[src/rtl/jellyvl_synctimer_pkg.sv]
// Shared widths, aligned operand types and Q-alignment helpers
// for the synctimer adjust path.
package jellyvl_synctimer_pkg;

  localparam int DEF_CYCLE_WIDTH   = 32;
  localparam int DEF_CYCLE_Q       = 8;
  localparam int DEF_ERROR_WIDTH   = 32;
  localparam int DEF_ERROR_Q       = 8;
  localparam int DEF_PENDING_WIDTH = 4;

  function automatic int acc_q(
    input int cq,
    input int eq
  );
    return (cq > eq) ? cq : eq;
  endfunction

  localparam int DEF_ACC_Q =
    acc_q(DEF_CYCLE_Q, DEF_ERROR_Q);

  localparam int DEF_ERR_AW =
    DEF_ERROR_WIDTH + DEF_ACC_Q;
  localparam int DEF_CYC_AW =
    DEF_CYCLE_WIDTH + DEF_ACC_Q;
  localparam int DEF_ACC_W =
    ((DEF_ERR_AW > DEF_CYC_AW) ?
      DEF_ERR_AW : DEF_CYC_AW) + 1;

  typedef logic [DEF_ERR_AW-1:0] err_al_t;
  typedef logic [DEF_CYC_AW-1:0] cyc_al_t;
  typedef logic [DEF_ACC_W-1:0]  acc_t;

  localparam int ALIGN_W = 128;
  typedef logic [ALIGN_W-1:0] align_t;

  // Move a fixed-point value from q_from to q_to fraction bits.
  function automatic align_t align_q(
    input align_t v,
    input int     q_from,
    input int     q_to
  );
    return v << (q_to - q_from);
  endfunction

endpackage

[src/rtl/jellyvl_synctimer_adjuster_dda_if.sv]
// Request (error estimator) and adjust (timer) handshake bundle
// for the DDA synctimer adjuster.
interface jellyvl_synctimer_adjuster_dda_if
  import jellyvl_synctimer_pkg::*;
#(
  parameter int CYCLE_WIDTH = DEF_CYCLE_WIDTH,
  parameter int CYCLE_Q     = DEF_CYCLE_Q,
  parameter int ERROR_WIDTH = DEF_ERROR_WIDTH,
  parameter int ERROR_Q     = DEF_ERROR_Q
) ();

  logic signed [ERROR_WIDTH+ERROR_Q-1:0] request_value;
  logic [CYCLE_WIDTH+CYCLE_Q-1:0]        request_cycle;
  logic                                  request_valid;
  logic                                  adjust_sign;
  logic                                  adjust_valid;
  logic                                  adjust_ready;

  modport master (
    output request_value,
    output request_cycle,
    output request_valid,
    output adjust_ready,
    input  adjust_sign,
    input  adjust_valid
  );

  modport slave (
    input  request_value,
    input  request_cycle,
    input  request_valid,
    input  adjust_ready,
    output adjust_sign,
    output adjust_valid
  );

endinterface

[src/rtl/jellyvl_synctimer_pending_counter.sv]
// Saturating up/down pulse counter with a registered valid
// that mirrors count != 0.
module jellyvl_synctimer_pending_counter #(
  parameter int WIDTH = 4
) (
  input  logic             clk,
  input  logic             reset,
  input  logic             flush,
  input  logic             inc,
  input  logic             ready,
  output logic [WIDTH-1:0] count,
  output logic             valid,
  output logic             drop
);

  logic             take;
  logic             full;
  logic [WIDTH-1:0] count_next;

  assign take = valid & ready;
  assign full = &count;
  assign drop = inc & full & ~take;

  // Flush wins over a concurrent handshake.
  always_comb begin
    count_next = count;
    if (flush) begin
      count_next = '0;
    end else if (inc && !take && !full) begin
      count_next = count + WIDTH'(1);
    end else if (take && !inc) begin
      count_next = count - WIDTH'(1);
    end
  end

  always_ff @(posedge clk) begin
    if (reset) begin
      count <= '0;
      valid <= 1'b0;
    end else begin
      count <= count_next;
      valid <= (count_next != '0);
    end
  end

endmodule

[src/rtl/jellyvl_synctimer_adjuster_dda.sv]
// Spreads a signed timing error over a period with a DDA
// accumulator and queues one +/-1 adjust pulse per overflow.
module jellyvl_synctimer_adjuster_dda
  import jellyvl_synctimer_pkg::*;
#(
  parameter int CYCLE_WIDTH   = DEF_CYCLE_WIDTH,
  parameter int CYCLE_Q       = DEF_CYCLE_Q,
  parameter int ERROR_WIDTH   = DEF_ERROR_WIDTH,
  parameter int ERROR_Q       = DEF_ERROR_Q,
  parameter int PENDING_WIDTH = DEF_PENDING_WIDTH
) (
  input  logic                     clk,
  input  logic                     reset,
  jellyvl_synctimer_adjuster_dda_if.slave bus,
  output logic [PENDING_WIDTH-1:0] pending_count,
  output logic                     status_overrun,
  output logic                     status_param_error
);

  localparam int ACC_Q = acc_q(CYCLE_Q, ERROR_Q);
  localparam int VW    = ERROR_WIDTH + ERROR_Q;
  localparam int EW    = ERROR_WIDTH + ACC_Q;
  localparam int CW    = CYCLE_WIDTH + ACC_Q;
  localparam int AW    = ((EW > CW) ? EW : CW) + 1;

  logic [VW-1:0] value;
  logic [VW-1:0] most_neg;
  logic [VW-1:0] mag;
  logic          neg;
  logic [EW-1:0] err_al;
  logic [CW-1:0] cyc_al;
  logic          cyc_zero;

  assign value    = bus.request_value;
  assign neg      = value[VW-1];
  assign most_neg = {1'b1, {(VW-1){1'b0}}};
  assign cyc_zero = (bus.request_cycle == '0);

  // The most negative input has no positive twin; saturate it.
  always_comb begin
    mag = value;
    if (neg) begin
      mag = (value == most_neg) ? ~most_neg : -value;
    end
  end

  assign err_al = EW'(align_q(align_t'(mag),
                              ERROR_Q, ACC_Q));
  assign cyc_al = CW'(align_q(align_t'(bus.request_cycle),
                              CYCLE_Q, ACC_Q));

  logic          r_valid;
  logic          r_sign;
  logic [EW-1:0] r_err;
  logic [CW-1:0] r_cyc;

  logic          act_sign;
  logic [EW-1:0] act_err;
  logic [CW-1:0] act_cyc;
  logic [AW-1:0] acc;

  logic [AW-1:0] sum;
  logic [AW-1:0] diff;
  logic [AW-1:0] cyc_ext;
  logic [AW-1:0] r_cyc_ext;
  logic          run;
  logic          hit;
  logic          over;
  logic          flush;
  logic          drop;

  assign cyc_ext   = AW'(act_cyc);
  assign r_cyc_ext = AW'(r_cyc);
  assign sum       = acc + AW'(act_err);
  assign diff      = sum - cyc_ext;
  assign run       = (act_err != '0) && !r_valid;
  assign hit       = run && (sum >= cyc_ext);
  assign over      = hit && (diff >= cyc_ext);

  // A sign change or zero request drops every queued pulse.
  assign flush = r_valid &&
                 ((r_sign != act_sign) || (r_err == '0));

  always_ff @(posedge clk) begin
    if (reset) begin
      r_valid            <= 1'b0;
      r_sign             <= 1'b0;
      r_err              <= '0;
      r_cyc              <= '0;
      act_sign           <= 1'b0;
      act_err            <= '0;
      act_cyc            <= '0;
      acc                <= '0;
      status_overrun     <= 1'b0;
      status_param_error <= 1'b0;
    end else begin
      r_valid <= 1'b0;

      if (r_valid) begin
        act_sign           <= r_sign;
        act_err            <= r_err;
        act_cyc            <= r_cyc;
        status_overrun     <= 1'b0;
        status_param_error <= 1'b0;
        if (flush) begin
          acc <= '0;
        end else if (acc >= r_cyc_ext) begin
          acc <= r_cyc_ext - AW'(1);
        end
      end else if (run) begin
        if (over) begin
          acc            <= cyc_ext - AW'(1);
          status_overrun <= 1'b1;
        end else if (hit) begin
          acc <= diff;
        end else begin
          acc <= sum;
        end
      end

      if (drop) begin
        status_overrun <= 1'b1;
      end

      if (bus.request_valid) begin
        if (cyc_zero) begin
          status_param_error <= 1'b1;
        end else begin
          r_valid <= 1'b1;
          r_sign  <= neg;
          r_err   <= err_al;
          r_cyc   <= cyc_al;
        end
      end
    end
  end

  assign bus.adjust_sign = act_sign;

  jellyvl_synctimer_pending_counter #(
    .WIDTH (PENDING_WIDTH)
  ) u_pending (
    .clk   (clk),
    .reset (reset),
    .flush (flush),
    .inc   (hit),
    .ready (bus.adjust_ready),
    .count (pending_count),
    .valid (bus.adjust_valid),
    .drop  (drop)
  );

endmodule

[src/flat_wrapper.sv]
// flat-port wrapper written by rule: the top's interface ports become plain ports
module jellyvl_synctimer_adjuster_dda_flat import jellyvl_synctimer_pkg::*;
#(
  parameter int CYCLE_WIDTH   = DEF_CYCLE_WIDTH,
  parameter int CYCLE_Q       = DEF_CYCLE_Q,
  parameter int ERROR_WIDTH   = DEF_ERROR_WIDTH,
  parameter int ERROR_Q       = DEF_ERROR_Q,
  parameter int PENDING_WIDTH = DEF_PENDING_WIDTH
)
  (clk, reset, pending_count, status_overrun, status_param_error, bus_request_value, bus_request_cycle, bus_request_valid, bus_adjust_ready, bus_adjust_sign, bus_adjust_valid);
  jellyvl_synctimer_adjuster_dda_if #(.CYCLE_WIDTH(CYCLE_WIDTH), .CYCLE_Q(CYCLE_Q), .ERROR_WIDTH(ERROR_WIDTH), .ERROR_Q(ERROR_Q)) bus_i ();
  input  logic clk;
  input  logic reset;
  output logic [PENDING_WIDTH-1:0] pending_count;
  output logic status_overrun;
  output logic status_param_error;
  input wire logic [$bits(bus_i.request_value)-1:0] bus_request_value;
  input wire logic [$bits(bus_i.request_cycle)-1:0] bus_request_cycle;
  input wire logic [$bits(bus_i.request_valid)-1:0] bus_request_valid;
  input wire logic [$bits(bus_i.adjust_ready)-1:0] bus_adjust_ready;
  output wire logic [$bits(bus_i.adjust_sign)-1:0] bus_adjust_sign;
  output wire logic [$bits(bus_i.adjust_valid)-1:0] bus_adjust_valid;
  assign bus_i.request_value = bus_request_value;
  assign bus_i.request_cycle = bus_request_cycle;
  assign bus_i.request_valid = bus_request_valid;
  assign bus_i.adjust_ready = bus_adjust_ready;
  assign bus_adjust_sign = bus_i.adjust_sign;
  assign bus_adjust_valid = bus_i.adjust_valid;
  jellyvl_synctimer_adjuster_dda #(.CYCLE_WIDTH(CYCLE_WIDTH), .CYCLE_Q(CYCLE_Q), .ERROR_WIDTH(ERROR_WIDTH), .ERROR_Q(ERROR_Q), .PENDING_WIDTH(PENDING_WIDTH)) u_core (.clk(clk), .reset(reset), .bus(bus_i), .pending_count(pending_count), .status_overrun(status_overrun), .status_param_error(status_param_error));
endmodule
[config.mk]
export PLATFORM = sky130hd
export DESIGN_NAME = jellyvl_synctimer_adjuster_dda_flat
export DESIGN_NICKNAME = d
export VERILOG_FILES = /design/src/rtl/jellyvl_synctimer_pkg.sv /design/src/rtl/jellyvl_synctimer_adjuster_dda_if.sv /design/src/rtl/jellyvl_synctimer_pending_counter.sv /design/src/rtl/jellyvl_synctimer_adjuster_dda.sv /design/src/flat_wrapper.sv
export SDC_FILE = /design/constraint.sdc
export NUM_CORES = 1
export LEC_CHECK = 0
export CORE_MARGIN = 4
export CORE_UTILIZATION = 62
export CTS_CLUSTER_DIAMETER = 80
export CTS_CLUSTER_SIZE = 28
export DETAILED_ROUTE_END_ITERATION = 8
export PLACE_DENSITY = 0.85
export SLEW_MARGIN = 10
export SYNTH_ARGS = -nofsm -noshare
export SYNTH_HDL_FRONTEND = slang
export SYNTH_HIERARCHICAL = 1
export SYNTH_SLANG_ARGS = --single-unit
[constraint.sdc]
create_clock -name clk -period 9.1 [get_ports clk]
set_clock_uncertainty 0.15 [all_clocks]
set_input_delay 0.91 -clock clk [delete_from_list [all_inputs] [get_ports clk]]
set_output_delay 0.91 -clock clk [all_outputs]
set_load 0.01 [all_outputs]
# Yosys cells after proc, flatten, opt, wreduce, memory -nomap -nowiden
# Cells that the tools add are included.
[op_classes] n_addsub=7 order_cmp=3 eq_ne=3 n_mux=19 n_bitwise=6 reduce_logical=24
[ops] op="$mux W41" n=6
[ops] op="$ge A41 B40 Y1" n=3
[ops] op="$sub A40 B1 Y41 const B" n=2
[ops] op="$logic_not A40 Y1" n=2
[ops] op="$mux W40" n=2
[ops] op="$add A41 B40 Y41" n=1
[ops] op="$sub A41 B40 Y41" n=1
[ops] op="$eq A40 B40 Y1 const B" n=1
[ops] op="$neg A40 Y40" n=1
[ops] op="$reduce_bool A40 Y1" n=1
[ops] op="$mux W4" n=3
[ops] op="$mux W1" n=8
[ops] op="$logic_and A1 B1 Y1" n=7
[ops] op="$reduce_and A2 Y1" n=3
[ops] op="$reduce_bool A3 Y1" n=2
[ops] op="$add A4 B1 Y4 const B" n=1
[ops] op="$logic_not A1 Y1" n=4
[ops] op="$reduce_and A4 Y1" n=1
[ops] op="$reduce_bool A4 Y1" n=1
[ops] op="$sub A4 B1 Y4 const B" n=1
[ops] op="$and A1 B1 Y1" n=3
[ops] op="$ne A3 B3 Y1 const B" n=1
[ops] op="$not A1 Y1" n=3
[ops] op="$reduce_bool A2 Y1" n=1
[ops] op="3 further kinds" n=3
[totals] regBits=211 inputBits=84 output_inout_bits=8

# Longest topological paths before layout
# Gate-level depths: netlist (run 1).
[logic_depth] depth_word=9 mapped_depth=31 ltp_nobuf=29

# Hierarchy
# The synthesis (run 1) kept the hierarchy.
[by_module_without_submodules] mod="jellyvl_synctimer_adjuster_dda" instances=1 cells_each=2248 area_per_inst_um2=17256.6
[by_module_without_submodules] mod="jellyvl_synctimer_pending_counter" instances=1 cells_each=40 area_per_inst_um2=332.8

# Worst setup path after synthesis (run 1)
# No wires, ideal clock.
[synth_path] kind="flip-flop to flip-flop" startpoint="reg u_core.act_err[0]" endpoint="reg u_core.acc[30]" setup_ns=0.130 arrival_ns=6.332 t_required_ns=8.820 setup_slack_ns=2.488 path_stages_with_launch=27 path_cell_list="dfxtp_1 ha_1 fa_1 a211oi_1 nor4b_2 o21ai_1 a311oi_1 a211o_1 a21oi_1 xor2_1 inv_1 ha_1 a21oi_1 a21boi_0 o21a_1 o21ai_0 or4_1 and3b_1 ha_1 and4_1 nand3_1 or3_1 o31ai_1 nor2_1 buf_2 a2111oi_0 nor3_1"
[synth_via] elab_chain_len=7 word_cells_on_any_way=14 cone_classes="2 x add/sub; 2 x order compare; 4 x mux; 6 x reduce/logical"
[synth_lines] element="start, declared" line_no="jellyvl_synctimer_adjuster_dda.sv:58" text="logic [EW-1:0] act_err;"
[synth_lines] element="start signal, assigned" line_no="jellyvl_synctimer_adjuster_dda.sv:101" text="act_err <= r_err;"
[synth_lines] element="$add A41 B40 Y41 or $reduce_bool A40 Y1 (tied branches)" line_no="jellyvl_synctimer_adjuster_dda.sv:74, jellyvl_synctimer_adjuster_dda.sv:76"
[synth_lines] element="$sub A41 B40 Y41, or another cell as far along" line_no="jellyvl_synctimer_adjuster_dda.sv:75" text="assign diff = sum - cyc_ext;"
[synth_lines] element="$ge A41 B40 Y1 or $logic_and A1 B1 Y1 (tied branches)" line_no="jellyvl_synctimer_adjuster_dda.sv:78, jellyvl_synctimer_adjuster_dda.sv:77"
[synth_lines] element="$logic_and A1 B1 Y1 or $mux W41 (tied branches)" line_no="jellyvl_synctimer_adjuster_dda.sv:78, jellyvl_synctimer_adjuster_dda.sv:114"
[synth_lines] element="$mux W41" line_no="jellyvl_synctimer_adjuster_dda.sv:111" text="if (over) begin"
[synth_lines] element="$mux W41" line_no="jellyvl_synctimer_adjuster_dda.sv:110" text="end else if (run) begin"
[synth_lines] element="$mux W41" line_no="jellyvl_synctimer_adjuster_dda.sv:99" text="if (r_valid) begin"
[synth_lines] element="end signal, assigned" line_no="jellyvl_synctimer_adjuster_dda.sv:108" text="acc <= r_cyc_ext - AW'(1);"
[synth_lines] element="end signal, assigned" line_no="jellyvl_synctimer_adjuster_dda.sv:112" text="acc <= cyc_ext - AW'(1);"
[synth_lines] element="end signal, assigned" line_no="jellyvl_synctimer_adjuster_dda.sv:115" text="acc <= diff;"
[synth_lines] element="end, declared" line_no="jellyvl_synctimer_adjuster_dda.sv:60" text="logic [AW-1:0] acc;"
# Several ways; a longest one is shown, not always the timed one. The select of a mux whose other input is x is not followed.
# A chain may end at the register's enable or synchronous reset.

# Worst setup path after layout (run 1)
[layout_path] startpoint="reg u_core.acc[2]" endpoint="reg u_core.acc[28]"
[layout_via] elab_chain_len=7 word_cells_on_any_way=13 cone_classes="2 x add/sub; 3 x order compare; 1 x eq/ne; 4 x mux; 3 x reduce/logical"
[layout_lines] element="$add A41 B40 Y41" line_no="jellyvl_synctimer_adjuster_dda.sv:74" text="assign sum = acc + AW'(act_err);"
[layout_lines] element="$sub A41 B40 Y41 or $ge A41 B40 Y1 (tied branches)" line_no="jellyvl_synctimer_adjuster_dda.sv:75, jellyvl_synctimer_adjuster_dda.sv:77"
[layout_lines] element="$ge A41 B40 Y1 or $logic_and A1 B1 Y1 (tied branches)" line_no="jellyvl_synctimer_adjuster_dda.sv:78, jellyvl_synctimer_adjuster_dda.sv:77"
[layout_lines] element="$logic_and A1 B1 Y1 or $mux W41 (tied branches)" line_no="jellyvl_synctimer_adjuster_dda.sv:78, jellyvl_synctimer_adjuster_dda.sv:114"
[layout_lines] element="$mux W41" line_no="jellyvl_synctimer_adjuster_dda.sv:111"
[layout_lines] element="$mux W41" line_no="jellyvl_synctimer_adjuster_dda.sv:110"
[layout_lines] element="$mux W41" line_no="jellyvl_synctimer_adjuster_dda.sv:99"
# Several ways; a longest one is shown, not always the timed one. The select of a mux whose other input is x is not followed.

==> qor.txt, run 1 <==
syn nets: 2539
first-pass GRT wire length: 90200 µm
Synth cell types: 88
die width: 176 µm
Fmax: 125 MHz
required time of the worst setup path: 9.34 ns
CTS tree: yes
Yosys top cell by area: dfxtp_1
Crit path buffers/inverters: 1
final hold violations: 0
synth top area cells: dfxtp_1 (24%), ha_1 (12%), xnor2_1 (5.6%), a21oi_1 (5.5%), mux2i_1 (5.2%)
Slew Limit Fails: 0
minimum clock period: 7.99 ns
Synth top area share: 0.240
CTS buffer count: 12
final wirelength: 58600 µm
io pins: 92
Seq/Total Area, Yosys: 0.240
Rel. slew slack: 0.261
critical-path maximum fanout: 11
H-tree depth: 1
drt drc: 0
Post-DRT Antenna Nets: 0
first drt pass iteration count: 6
pin count of the biggest net entering global routing: 113
fin util: 0.684
Most common cell on crit path: ha_1
Die Y: 176 µm
slowest stage cell, crit path: nor2_1
Cell Pwr Density: 342 nW/µm²
root buffer cell: clkbuf_16
Clock Pin Slew Worst Setup and Hold Paths: 0.11 ns
status: completed
initial antenna violation count: 1
RSZ-0062 raised after global routing: no
synth cell count leaders: dfxtp_1 (211), nand2_1 (200), nor2_1 (195)
Clock Path Buffers: 3
via count: 17900
CTS Hold Bufs: 0
kind of start point of the critical path: flip-flop
FILL cells: 2360
endpoint type of the worst setup path: flip-flop
#FFs+latches synth: 211
Initial Utilization: 0.631
DR vias/cell: 6.67
max incr delay on CP: 0.69 ns
Ant. Diodes: 0
share of layout cells above drive strength 1: 0.0339
mean area per synthesized cell: 7.69 µm²
GRT Util Overall: 0.360
Gate Count Post-Synth: 2288
Post-CTS Setup Bufs: 0
vias in the first global route: 16600
top_reg_cell synth: dfxtp_1
TritonCTS Sinks: 211
CP arrival: 8.24 ns
Peak supply drop: 344 µV
worst skew pair latency: 0.49 ns
Synth Cell Area: 17600 µm²
Rows: 61
Area Growth Syn to Fin: 8.29%
Ys Warns: 6
WL per Instance: 21.9 µm
core area: 27900 µm²
layout net count: 2548
Final Wtd Congestion: 1.02
share of flip-flops with an asynchronous set or reset: 0
# resized after CTS: 0
final setup fails: 0
crit-path leading delay family: compound AO/OA/AOI/OAI gates
final worst-path cycle share: 0.879
actual slew at the worst max-slew pin: 1.11 ns
HPWL after detailed placement: 46000 µm
grt ovf: 0
drt initial violations: 2016
CP Class: flip-flop to flip-flop
final setup TNS: 0 ns
Hold Path Class: flip-flop to flip-flop
die area: 31100 µm²
port bufs: 91
most common cell in the netlist: dfxtp_1
number of synthesized flops with an enable pin: 0
Static Leak: 7.73 nW
MaxCap Viol Count: 0
[metal layers]
metal | global-route usage | part of all wire
met5 | 0 | 0.00022
met4 | 0.120 | 0.039
met3 | 0.0499 | 0.11
met2 | 0.543 | 0.42
met1 | 0.530 | 0.44
[metrics by stage]
stage                     instance area [µm²]  instances  power (W)  hold WS (ns)  worst slack [ns]
after global routing                    19000       2679    0.00692         0.373             0.664
after floorplan                         17600       2288    0.00444         0.294              2.49
after CTS                               19000       2679    0.00635         0.335              1.24
after global placement                  18700       2661    0.00562         0.316              1.55
final                                   19000       2679    0.00651         0.338              1.11
after detailed placement                18700       2661    0.00572         0.320              1.31
[flip-flops by register name, indices dropped and copies added, names as in the netlist, 4 cells and up]
register	count
u_core/acc	41
u_core/act_err	40
u_core/act_cyc	40
u_core/r_cyc	40
u_core/u_pending/count	4
u_core/r_err	40
[cell type report]
| cell class | instances | area (µm²) | share of cell area |
|---|---|---|---|
| sequential | 211 | 4230 | 0.222 |
| clock buffer | 14 | 329 | 0.0173 |
| clock inverter | 4 | 50.0 | 0.00263 |
| timing repair buffer | 112 | 1070 | 0.0560 |
| tap | 378 | 473 | 0.0248 |
| inverter | 124 | 465 | 0.0244 |
| multi-input combinational | 1836 | 12400 | 0.653 |
[worst reg2reg max path, delay by kind of cell (launching register included)]
kind                       cells  cell delay (ns)
DFF                            1             0.36
adders and majority gates      3             1.08
AOI/OAI and AO/OA             13             3.25
buffers and inverters          1             0.09
xor gates and xnor gates       2             0.51
and+or+nand+nor                7             2.44
[kinds of logic (layout without fill, tap and decap cells)]
| group | count (synthesis) | after routing | share of synthesized area |
|---|---|---|---|
| AND/OR/NAND/NOR | 717 | 717 | 0.197 |
| AO/OA/AOI/OAI | 686 | 686 | 0.250 |
| buffers and inverters | 241 | 254 | 0.0538 |
| flip-flops | 211 | 211 | 0.240 |
| XOR/XNOR | 174 | 174 | 0.0875 |
| adder cells (fa/ha/maj) | 167 | 167 | 0.120 |
| multiplexers | 92 | 92 | 0.0524 |
[final timing paths]
check | start | to | slack [ns] | cells after the start
setup / recovery | u_core/acc[2] | u_core/acc[28] | 1.11 | 26
hold / removal | u_core/r_cyc[31] | u_core/r_cyc[31] | 0.34 | 2
setup reg to reg | u_core/acc[2] | u_core/acc[28] | 1.11 | 26
hold reg to reg | u_core/r_cyc[31] | u_core/r_cyc[31] | 0.34 | 2
[layout by cell type (no fill, tap or decap), drive strengths merged, types with 6 or more instances in the layout]
cell	n
a2111oi	8
a211o	9
a211oi	34
a21o	59
a21oi	196
a221oi	15
a2bb2oi	8
a311oi	6
a31oi	46
and2	11
and3	11
and4	9
buf	22
clkbuf	14
clkdlybuf4s50	90
dfxtp	211
ha	165
inv	126
mux2i	92
nand2	200
nand2b	8
nand3	46
nand4	50
nor2	196
nor2b	11
nor3	70
nor4	53
o211ai	22
o21a	17
o21ai	168
o21bai	14
o31a	10
o31ai	19
o41ai	6
or2	8
or3	16
or4	18
xnor2	114
xor2	60
[power by group]
group          total, W  switching (W)  internal (W)
logic           0.00471        0.00295       0.00176
registers       0.00119       0.000152       0.00104
clock network  0.000609       0.000336      0.000272
total           0.00651        0.00344       0.00307
Note: power is estimated with default switching activity, not from simulation.
==> inputs of run 2 (changes only) <==
--- a/config.mk
+++ b/config.mk
@@ -5,7 +5,7 @@
 export SDC_FILE = /design/constraint.sdc
 export NUM_CORES = 1
 export LEC_CHECK = 0
-export CORE_MARGIN = 4
+export CORE_MARGIN = 5
 export CORE_UTILIZATION = 62
 export CTS_CLUSTER_DIAMETER = 80
 export CTS_CLUSTER_SIZE = 28
==> run 2 against run 1 <==
  * Via count is 0.38% higher
  * Sequential power hardly changed
  * Final area hardly changed
  * Power is 0.95% higher
  * Largest power group unchanged
==> qor.txt, run 2 (same netlist as run 1, synthesis figures left out) <==
Rel. slew slack: 0.234 (-0.0268)
endpoint type of the worst setup path: flip-flop
kind of start point of the critical path: flip-flop
Die Y: 178 µm (+1.1%)
Post-CTS Setup Bufs: 0 (unchanged)
initial antenna violation count: 0 (-1)
Static Leak: 7.73 nW (about the same)
Hold Path Origin: u_core/r_err[31]
Fmax: 126 MHz (+0.82%)
Placed Area: 18700 µm² (unchanged)
Area Growth Syn to Fin: 8.32% (about the same)
DR vias/cell: 6.70 (+0.38%)
Final Wtd Congestion: 1.03 (+1.0%)
Clock Path Buffers: 3 (unchanged)
layout net count: 2548 (unchanged)
worst skew pair latency: 0.50 ns (about the same)
flop-to-flop setup slack: 1.17 ns (+0.06 ns)
core area: 27900 µm² (+0.27%)
WL per Instance: 22.1 µm (+0.99%)
Finished Cell Area: 19100 µm² (about the same)
Rows: 61 (unchanged)
root buffer cell: clkbuf_16
Seq pwr share: 0.182 (about the same)
final setup TNS: 0 ns (unchanged)
# resized after CTS: 0 (unchanged)
Ant. Diodes: 0 (unchanged)
most frequent cells in the layout: dfxtp_1 (210), nand2_1 (200), a21oi_1 (194), nor2_1 (194), ha_1 (165)
Cell Pwr Density: 345 nW/µm² (+0.92%)
RSZ-0062 raised after global routing: no
most flop-heavy register: u_core/acc
GRT Util Overall: 0.359 (-0.000973)
required time of the worst setup path: 9.35 ns (about the same)
die width: 178 µm (+1.1%)
commonest non-fill, non-tap cell in the layout: dfxtp_1
r2r startpoint: u_core/act_err[0]
via count: 17900 (+0.38%)
vias in the first global route: 16700 (+0.80%)
hold slack: 0.341 ns (+0.00324 ns)
critical-path maximum fanout: 11 (unchanged)
drt drc: 0 (unchanged)
H-tree depth: 1 (unchanged)
CTS Hold Bufs: 0 (unchanged)
io pins: 92 (unchanged)
drt initial violations: 1965 (-2.5%)
R2R depth: 27 (+3.8%)
fin util: 0.682 (-0.00169)
final setup fails: 0 (unchanged)
die area: 31800 µm² (+2.3%)
pin count of the biggest net entering global routing: 113 (unchanged)
final worst-path cycle share: 0.871 (-0.00711)
CP arrival: 8.18 ns (-0.06 ns)
CTS tree: yes
Post-DRT Antenna Nets: 0 (unchanged)
TritonCTS Sinks: 211 (unchanged)
Peak supply drop: 300 µV (-13%)
R2R Path End: u_core/acc[28]
Hold EP: u_core/r_err[31]
final hold violations: 0 (unchanged)
final wirelength: 59100 µm (+0.99%)
Net Sw Power: 0.00348 W (+1.3%)
MaxCap Viol Count: 0 (unchanged)
Hold Path Class: flip-flop to flip-flop
status: completed
Clock Pin Slew Worst Setup and Hold Paths: 0.12 ns (about the same)
combinational share of power: 0.724 (about the same)
actual slew at the worst max-slew pin: 1.14 ns (+0.0323 ns)
CP Class: flip-flop to flip-flop
grt ovf: 0 (unchanged)
CTS buffer count: 12 (unchanged)
first-pass GRT wire length: 91400 µm (+1.4%)
Int Pwr: 0.00309 W (+0.57%)
port bufs: 91 (unchanged)
Slew Limit Fails: 0 (unchanged)
minimum clock period: 7.93 ns (-0.0647 ns)
Clk network pwr share: 0.094 (about the same)
Total Power Consumption: 0.00657 W (+0.95%)
hold depth: 2 (unchanged)
share of layout cells above drive strength 1: 0.0343 (+0.000435)
HPWL after detailed placement: 46600 µm (+1.2%)
Largest register FFs: 41 (unchanged)
sw frac: 0.530 (+0.00175)
first drt pass iteration count: 6 (unchanged)
Initial Utilization: 0.630 (-0.00173)
run 2: through the flow:
step,setup slack [ns],cells
2_1_floorplan,2.49,2288
3_3_place_gp,1.54,2661
3_5_place_dp,1.35,2661
4_1_cts,1.29,2679
5_1_grt,0.671,2679
6_report,1.17,2679
run 2: routing by layer:
layer	share of wire	routed length, µm	up-vias	track usage
met4	0.045	2640	0	0.137
met3	0.11	6290	141	0.0579
met1	0.43	25600	8405	0.518
met2	0.42	24600	1001	0.536
li1	-	-	8397	-
met5	0	0	-	0
run 2: worst max path at each step:
stage | from | endpoint | depth (start not counted)
after floorplan | u_core/act_err[0] | u_core/acc[30] | 26
after global placement | u_core/act_err[0] | u_core/acc[28] | 26
after detailed placement | u_core/act_err[0] | u_core/acc[29] | 26
after CTS | u_core/act_err[0] | u_core/acc[28] | 26
after global routing | u_core/act_err[0] | u_core/acc[28] | 27
final | u_core/act_err[0] | u_core/acc[28] | 27
run 2: power by group through the flow:
stage / clock network [W] / registers (W) / logic (W)
2_1_floorplan: 0 / 0.00114 / 0.00331
3_3_place_gp: 0 / 0.00120 / 0.00442
3_5_place_dp: 0 / 0.00120 / 0.00454
4_1_cts: 0.000615 / 0.00118 / 0.00458
5_1_grt: 0.000653 / 0.00120 / 0.00510
6_report: 0.000619 / 0.00119 / 0.00476
run 2: worst max-delay path, cell delays in order (launching register included):
cell and delay, ns:
dfxtp_1 0.34, ha_1 0.23, fa_1 0.44, a211oi_1 0.37, nor4b_2 0.12, o21ai_1 0.47
a311oi_1 0.26, a21o_1 0.23, a21oi_1 0.18, xnor2_1 0.19, ha_1 0.46, nand3_1 0.17
nor3_1 0.32, o21a_1 0.22, o21a_1 0.18, o21ai_0 0.24, or4_1 0.53, and3b_1 0.24
ha_1 0.31, and4_1 0.18, nand3_1 0.11, or3_1 0.17, nor2_1 0.05, a211oi_1 0.33
o31ai_2 0.14, nor2_1 0.70, a211oi_1 0.17, o41ai_1 0.35
run 2: cell type report:
type / count / area [µm²]
inverter: 124 / 465
fill: 2433 / 8880
clock buffer: 14 / 339
multi-input combinational: 1836 / 12400
sequential: 211 / 4230
tap: 378 / 473
clock inverter: 4 / 45.0
timing repair buffer: 112 / 1070
